$ cat src/rtl/val2_shift_pipe_if.sv
// val2_shift_pipe_if: request/result handshake bundle for val2_shift_pipe.
interface val2_shift_pipe_if #(parameter int DATA_W = 32);
    logic              inValid;
    logic              inReady;
    logic [DATA_W-1:0] reg2Val;
    logic [7:0]        rsVal;
    logic              immediate;
    logic              memEnable;
    logic [11:0]       shiftOperand;
    logic              carryIn;
    logic              outValid;
    logic              outReady;
    logic [DATA_W-1:0] aluIn2Val;
    logic              shiftCarry;
    modport master (
        output inValid, reg2Val, rsVal, immediate, memEnable, shiftOperand, carryIn, outReady,
        input  inReady, outValid, aluIn2Val, shiftCarry
    );
    modport slave (
        input  inValid, reg2Val, rsVal, immediate, memEnable, shiftOperand, carryIn, outReady,
        output inReady, outValid, aluIn2Val, shiftCarry
    );
endinterface

$ cat src/rtl/val2_shift_pipe.sv
// val2_shift_pipe: two-stage second-operand generator (decode, barrel shift) with valid/ready.
// Register-specified shifts are built only when VAL2_REG_SHIFT_EN is defined.
module val2_shift_pipe #(
    parameter int DATA_W = 32,
    parameter int OFFS_W = 12
) (
    input logic              clk,
    input logic              rst_n,
    val2_shift_pipe_if.slave io
);
    localparam int LW = $clog2(DATA_W);
    localparam logic [8:0] W9 = 9'(DATA_W);
    typedef enum logic [1:0] {M_LSL, M_LSR, M_ASR, M_ROR} mode_e;
    logic [DATA_W-1:0] val_d, val_q, res_d, res_q, shf;
    logic [8:0]        amt_d, amt_q;
    mode_e             mode_d, mode_q, op_mode;
    logic              fill_d, fill_q, cin_q, keep_d, keep_q, rrx_d, rrx_q, rmsb_d, rmsb_q;
    logic              cry_d, cry_q, s1_v_d, s1_v_q, out_v_d, out_v_q, acc, adv, lsl;
    logic [11:0]       op;
    logic [4:0]        iamt;
    logic [LW-1:0]     sh, cidx;
    logic [LW:0][DATA_W-1:0] lvl;
    assign op      = io.shiftOperand;
    assign iamt    = op[11:7];
    assign op_mode = mode_e'(op[6:5]);
    assign io.inReady   = rst_n && (!s1_v_q || !out_v_q || io.outReady);
    assign acc          = io.inValid && io.inReady;
    assign adv          = s1_v_q && (!out_v_q || io.outReady);
    assign s1_v_d       = acc || (s1_v_q && !adv);
    assign out_v_d      = adv || (out_v_q && !io.outReady);
    assign io.outValid  = out_v_q;
    assign io.aluIn2Val = res_q;
    assign io.shiftCarry = cry_q;
`ifndef VAL2_REG_SHIFT_EN
    logic unused_rs;
    assign unused_rs = ^io.rsVal;
`endif
    // Decode: fold every special case into keep/rrx/rmsb flags and an effective amount.
    always_comb begin
        val_d  = io.reg2Val;
        mode_d = op_mode;
        amt_d  = {4'd0, iamt};
        keep_d = 1'b0;
        rrx_d  = 1'b0;
        rmsb_d = 1'b0;
        if (io.memEnable) begin
            val_d  = {{(DATA_W-OFFS_W){op[OFFS_W-1]}}, op[OFFS_W-1:0]};
            keep_d = 1'b1;
        end else if (io.immediate) begin
            val_d  = {{(DATA_W-8){1'b0}}, op[7:0]};
            mode_d = M_ROR;
            amt_d  = {4'd0, op[11:8], 1'b0} & (W9 - 9'd1);
            keep_d = op[11:8] == 4'd0;
            rmsb_d = op[11:8] != 4'd0 && amt_d == 9'd0;
        end else if (op[4]) begin
`ifdef VAL2_REG_SHIFT_EN
            amt_d  = op_mode == M_ROR ? {1'b0, io.rsVal} & (W9 - 9'd1) : {1'b0, io.rsVal};
            keep_d = io.rsVal == 8'd0;
            rmsb_d = op_mode == M_ROR && io.rsVal != 8'd0 && amt_d == 9'd0;
`else
            keep_d = 1'b1;
`endif
        end else if (iamt == 5'd0) begin
            keep_d = op_mode == M_LSL;
            rrx_d  = op_mode == M_ROR;
            amt_d  = W9;
        end else if (op_mode == M_ROR) begin
            amt_d  = {4'd0, iamt} & (W9 - 9'd1);
            rmsb_d = amt_d == 9'd0;
        end
        fill_d = mode_d == M_ASR && val_d[DATA_W-1];
    end
    // LSL reuses the right-shift tree by bit-reversing around it.
    assign lsl  = mode_q == M_LSL;
    assign sh   = amt_q[LW-1:0];
    assign cidx = lsl ? -sh : sh - {{(LW-1){1'b0}}, 1'b1};
    for (genvar b = 0; b < DATA_W; b++) begin : g_rev
        assign lvl[0][b] = lsl ? val_q[DATA_W-1-b] : val_q[b];
        assign shf[b]    = lsl ? lvl[LW][DATA_W-1-b] : lvl[LW][b];
    end
    for (genvar l = 0; l < LW; l++) begin : g_lvl
        assign lvl[l+1] = !amt_q[l] ? lvl[l] :
            {(mode_q == M_ROR ? lvl[l][(1<<l)-1:0] : {(1<<l){fill_q}}), lvl[l][DATA_W-1:(1<<l)]};
    end
    always_comb begin
        res_d = shf;
        cry_d = val_q[cidx];
        if (keep_q) begin
            res_d = val_q;
            cry_d = cin_q;
        end else if (rrx_q) begin
            res_d = {cin_q, val_q[DATA_W-1:1]};
            cry_d = val_q[0];
        end else if (rmsb_q) begin
            res_d = val_q;
            cry_d = val_q[DATA_W-1];
        end else if (amt_q >= W9) begin
            res_d = {DATA_W{fill_q}};
            cry_d = mode_q == M_ASR ? fill_q : amt_q == W9 && (lsl ? val_q[0] : val_q[DATA_W-1]);
        end
    end
    always_ff @(posedge clk) begin
        if (!rst_n) begin
            s1_v_q  <= 1'b0;
            out_v_q <= 1'b0;
            val_q   <= '0;
            amt_q   <= '0;
            mode_q  <= M_LSL;
            fill_q  <= 1'b0;
            cin_q   <= 1'b0;
            keep_q  <= 1'b0;
            rrx_q   <= 1'b0;
            rmsb_q  <= 1'b0;
            res_q   <= '0;
            cry_q   <= 1'b0;
        end else begin
            s1_v_q  <= s1_v_d;
            out_v_q <= out_v_d;
            if (acc) begin
                val_q  <= val_d;
                amt_q  <= amt_d;
                mode_q <= mode_d;
                fill_q <= fill_d;
                cin_q  <= io.carryIn;
                keep_q <= keep_d;
                rrx_q  <= rrx_d;
                rmsb_q <= rmsb_d;
            end
            if (adv) begin
                res_q <= res_d;
                cry_q <= cry_d;
            end
        end
    end
endmodule

$ cat src/flat_wrapper.sv
// flat-port wrapper written by rule: the top's interface ports become plain ports
module val2_shift_pipe_flat 
#(
    parameter int DATA_W = 32,
    parameter int OFFS_W = 12
)
  (clk, rst_n, io_inValid, io_reg2Val, io_rsVal, io_immediate, io_memEnable, io_shiftOperand, io_carryIn, io_outReady, io_inReady, io_outValid, io_aluIn2Val, io_shiftCarry);
  val2_shift_pipe_if #(.DATA_W(DATA_W)) io_i ();
  input logic clk;
  input logic rst_n;
  input wire logic [$bits(io_i.inValid)-1:0] io_inValid;
  input wire logic [$bits(io_i.reg2Val)-1:0] io_reg2Val;
  input wire logic [$bits(io_i.rsVal)-1:0] io_rsVal;
  input wire logic [$bits(io_i.immediate)-1:0] io_immediate;
  input wire logic [$bits(io_i.memEnable)-1:0] io_memEnable;
  input wire logic [$bits(io_i.shiftOperand)-1:0] io_shiftOperand;
  input wire logic [$bits(io_i.carryIn)-1:0] io_carryIn;
  input wire logic [$bits(io_i.outReady)-1:0] io_outReady;
  output wire logic [$bits(io_i.inReady)-1:0] io_inReady;
  output wire logic [$bits(io_i.outValid)-1:0] io_outValid;
  output wire logic [$bits(io_i.aluIn2Val)-1:0] io_aluIn2Val;
  output wire logic [$bits(io_i.shiftCarry)-1:0] io_shiftCarry;
  assign io_i.inValid = io_inValid;
  assign io_i.reg2Val = io_reg2Val;
  assign io_i.rsVal = io_rsVal;
  assign io_i.immediate = io_immediate;
  assign io_i.memEnable = io_memEnable;
  assign io_i.shiftOperand = io_shiftOperand;
  assign io_i.carryIn = io_carryIn;
  assign io_i.outReady = io_outReady;
  assign io_inReady = io_i.inReady;
  assign io_outValid = io_i.outValid;
  assign io_aluIn2Val = io_i.aluIn2Val;
  assign io_shiftCarry = io_i.shiftCarry;
  val2_shift_pipe #(.DATA_W(DATA_W), .OFFS_W(OFFS_W)) u_core (.clk(clk), .rst_n(rst_n), .io(io_i));
endmodule
$ cat config.mk
export PLATFORM = sky130hd
export DESIGN_NAME = val2_shift_pipe_flat
export DESIGN_NICKNAME = d
export VERILOG_FILES = /design/src/rtl/val2_shift_pipe_if.sv /design/src/rtl/val2_shift_pipe.sv /design/src/flat_wrapper.sv
export SDC_FILE = /design/constraint.sdc
export NUM_CORES = 1
export LEC_CHECK = 0
export BUFFER_PORTS_ARGS = -buffer_cell sky130_fd_sc_hd__buf_2
export CAP_MARGIN = 40
export CORE_MARGIN = 2
export CORE_UTILIZATION = 40
export CTS_CLUSTER_DIAMETER = 120
export CTS_CLUSTER_SIZE = 20
export DETAILED_ROUTE_END_ITERATION = 16
export PLACE_DENSITY = 0.68
export SKIP_CTS_REPAIR_TIMING = 1
export SLEW_MARGIN = 10
export SYNTH_ARGS = -nofsm -noshare
export SYNTH_HDL_FRONTEND = slang
export SYNTH_SLANG_ARGS = --single-unit
$ cat constraint.sdc
create_clock -name clk -period 9.7 [get_ports clk]
set_clock_uncertainty 0.1 [all_clocks]
set_input_delay 2.425 -clock clk [delete_from_list [all_inputs] [get_ports clk]]
set_output_delay 2.425 -clock clk [all_outputs]
set_load 0.02 [all_outputs]
==> results.py <==
metrics = {
    "status": {
        "run_status": "complete, no violations",
    },
    "synthesis": {
        "postSynthRegisterBits": 80,
        "syn_area_mm2": 0.00819,
        "synth.most_common_cell": "sky130_fd_sc_hd__nand2_1",
        "synth_warnings": 0,
        "synthFlopType": "sky130_fd_sc_hd__dfxtp_1",
        "synthTopCellsByArea": "sky130_fd_sc_hd__dfxtp_1 20%, sky130_fd_sc_hd__mux4_2 11%, sky130_fd_sc_hd__nand2_1 7.3%, sky130_fd_sc_hd__mux2i_1 5.5%, sky130_fd_sc_hd__a21oi_1 4.8%",
        "synth_area_per_cell_um2": 7.59,
        "synth.lib_cells_used.distinct": 75,
        "yosysSeqAreaShare_pct": 19.6,
        "area_share_of_the_largest_cell_type_after_synthesis_pct": 19.6,
        "synth.cells.most_frequent": "160 x sky130_fd_sc_hd__nand2_1, 88 x sky130_fd_sc_hd__clkbuf_1, 83 x sky130_fd_sc_hd__nor2_1",
        "synthesis.nets": 1139,
        "synth_edf_count": 0,
        "yosys.area.top_type": "sky130_fd_sc_hd__dfxtp_1",
        "ys_async_sr_fraction_pct": 0,
        "netlist_instances": 1079,
    },
    "timing": {
        "tns_ns": 0,
        "highest_achievable_clock_rate_ghz": 0.164,
        "timing.final.max_slew_violations": 0,
        "timing_hold_violations_final": 0,
        "rsz0062_at_grt": "no",
        "holdWs_ns": 0.384,
        "min_period_ns": 6.08,
        "fin_ws_ns": 3.62,
        "setup_violations": 0,
        "timing.final.crit_share_pct": 62.7,
        "slew-limit-headroom_pct": 38.1,
        "worst_slew_pin_slew_ns": 0.927,
    },
    "placement": {
        "gp_routability_congestion": 1.02,
        "detailed_place_hpwl_um": 23700,
        "place.port_buffers": 85,
        "preCtsSetupSlack_ns": 3.63,
    },
    "layout": {
        "finish.net_count": 1140,
        "drive_above_1_share_pct": 19.2,
        "n_antenna_cell": 0,
        "areaGrowthSynthToFinish_pct": 9.67,
    },
    "setup_path": {
        "cp-start-kind": "primary input",
        "endpoint": "io_inReady",
        "r2r_setup_slack_ns": 5.61,
        "r2r_cells": 9,
        "setup.worst_path.end_class": "output pin",
        "crit_arrival_ns": 3.56,
        "worst-endpoint-required_ns": 7.18,
        "critical_path_class": "primary input to output pin",
        "critPathLaunch": "rst_n",
        "reg2reg_to": "u_core.io.aluIn2Val[23]$_SDFFE_PN0P_",
        "worstReg2RegStart": "u_core.mode_q[1]$_SDFFE_PN0P_",
        "cp_max_fo": 84,
    },
    "routing": {
        "route.antenna.remaining_nets": 0,
        "vias": 9436,
        "first_iter_violations": 1216,
        "wire_per_inst_um": 25.2,
        "wl_um": 34200,
        "remaining_drc_errors": 0,
        "count_of_tritonroute_iterations_in_the_first_routing_pass": 6,
        "post_drt_via_cell_ratio": 6.96,
    },
    "flow_run": {
        "drv.max_cap_violation_count": 0,
    },
    "power": {
        "total_leakage_power_nw": 3.42,
        "power_per_cell_area_mw_per_mm2": 142,
        "power.ir.vdd_worst_v": 0.000108,
    },
    "global_route": {
        "grt_usage_pct": 31.2,
        "overflow": 0,
        "grt_start_max_net_pins": 85,
        "global_route_wire_length_before_repair_um": 52500,
        "antenna_found_initial": 0,
        "vias_in_the_first_global_route": 8683,
    },
    "clocking": {
        "clk_transition_reported_paths_ns": 0.06,
        "cts_made_buffers": 9,
        "cts_tree": "yes",
        "clock_path_buffers": 2,
        "cts_root_cell": "sky130_fd_sc_hd__clkbuf_16",
        "cts_max_level": 3,
        "cts_num_sinks": 80,
        "clk_latency_ns": 0.36,
    },
    "floorplan": {
        "die_w_um": 147,
        "fp.dieH_um": 147,
        "std_cell_rows": 52,
        "floorplan.initialDensity_pct": 40.6,
        "design.die.area_mm2": 0.0216,
        "io_count": 94,
        "core_area_mm2": 0.0202,
    },
    "worst_hold_path": {
        "worstHoldPathType": "register to register",
    },
}
## report_power, final
| group | total [mW] | internal [mW] | switching [mW] |
|---|---|---|---|
| clock | 0.397 | 0.232 | 0.165 |
| sequential | 0.400 | 0.351 | 0.0493 |
| combinational | 0.479 | 0.184 | 0.296 |
| total | 1.28 | 0.766 | 0.510 |
## layout make-up
cell class	count	area (um2)
tap	270	338
multi-input combinational	863	6030
inverter	16	60.1
sequential	80	1600
clock buffer	9	225
clock inverter	7	109
timing repair buffer	110	613
fill	2091	11200
## worst max-delay path, stage by stage
cell and delay [ns]:
sky130_fd_sc_hd__buf_2 0.07, sky130_fd_sc_hd__buf_4 0.64, sky130_fd_sc_hd__and2_1 0.25, sky130_fd_sc_hd__buf_2 0.17
## registers in the layout, indices dropped and copies added (netlist names), 2 cells and up
register             count
u_core.amt_q             6
u_core.io.aluIn2Val     32
u_core.mode_q            2
u_core.val_q            32
## how the worst min path moves through the flow
stage                               from                   endpoint  slack (ns)  cells after the start
6_report       u_core.cin_q$_SDFFE_PN0P_  u_core.cin_q$_SDFFE_PN0P_        0.38                      2
2_1_floorplan  u_core.cin_q$_SDFFE_PN0P_  u_core.cin_q$_SDFFE_PN0P_        0.34                      2
4_1_cts        u_core.cin_q$_SDFFE_PN0P_  u_core.cin_q$_SDFFE_PN0P_        0.38                      2
3_3_place_gp   u_core.cin_q$_SDFFE_PN0P_  u_core.cin_q$_SDFFE_PN0P_        0.37                      2
3_5_place_dp   u_core.cin_q$_SDFFE_PN0P_  u_core.cin_q$_SDFFE_PN0P_        0.37                      2
5_1_grt        u_core.cin_q$_SDFFE_PN0P_  u_core.cin_q$_SDFFE_PN0P_        0.41                      2
## through the flow
stage          instances  instance area, um2  utilization [%]  power [mW]
2_1_floorplan       1079                8190                -       0.723
3_3_place_gp        1338                8640             42.8       0.866
3_5_place_dp        1339                8640             42.9       0.867
4_1_cts             1355                8980             44.5        1.26
5_1_grt             1355                8980             44.5        1.32
6_report            1355                8980             44.5        1.28
## logic make-up after synthesis
| kind of cell | Yosys count | synth area share (%) |
|---|---|---|
| AOI/OAI and AO/OA | 388 | 32.9 |
| and+or+nand+nor | 355 | 19.6 |
| buffers and inverters | 136 | 6.94 |
| muxes | 112 | 20.1 |
| DFF | 80 | 19.6 |
| xor gates and xnor gates | 7 | 0.749 |
| adders and majority gates | 1 | 0.153 |
## cells in the final DEF, fill, tap and decap left out, types with 10 or more instances in the layout
cell                       instances
sky130_fd_sc_hd__o221ai_1         26
sky130_fd_sc_hd__nand2_1         160
sky130_fd_sc_hd__a211oi_1         13
sky130_fd_sc_hd__a31oi_1          20
sky130_fd_sc_hd__buf_4            25
sky130_fd_sc_hd__dfxtp_1          78
sky130_fd_sc_hd__o21ai_0          72
sky130_fd_sc_hd__o22ai_1          15
sky130_fd_sc_hd__a221oi_1         19
sky130_fd_sc_hd__mux2_2           27
sky130_fd_sc_hd__a22oi_1          18
sky130_fd_sc_hd__o211a_1          10
sky130_fd_sc_hd__or3_1            10
sky130_fd_sc_hd__mux4_2           39
sky130_fd_sc_hd__a21oi_1          78
sky130_fd_sc_hd__inv_1            11
sky130_fd_sc_hd__nor3_1           12
sky130_fd_sc_hd__buf_2            85
sky130_fd_sc_hd__a32oi_1          10
sky130_fd_sc_hd__mux2i_1          45
sky130_fd_sc_hd__nand3_1          31
sky130_fd_sc_hd__o211ai_1         22
sky130_fd_sc_hd__nor2_1           81
## metal layers
| layer | track usage, % | up-vias | share of wire (%) |
|---|---|---|---|
| li1 | - | 4144 | - |
| met1 | 40.8 | 4464 | 39 |
| met2 | 46.6 | 670 | 42 |
| met3 | 7.05 | 158 | 12 |
| met4 | 19.8 | 0 | 7.1 |
| met5 | 0 | - | 0 |
No activity file was read; power rests on OpenSTA's default activity.
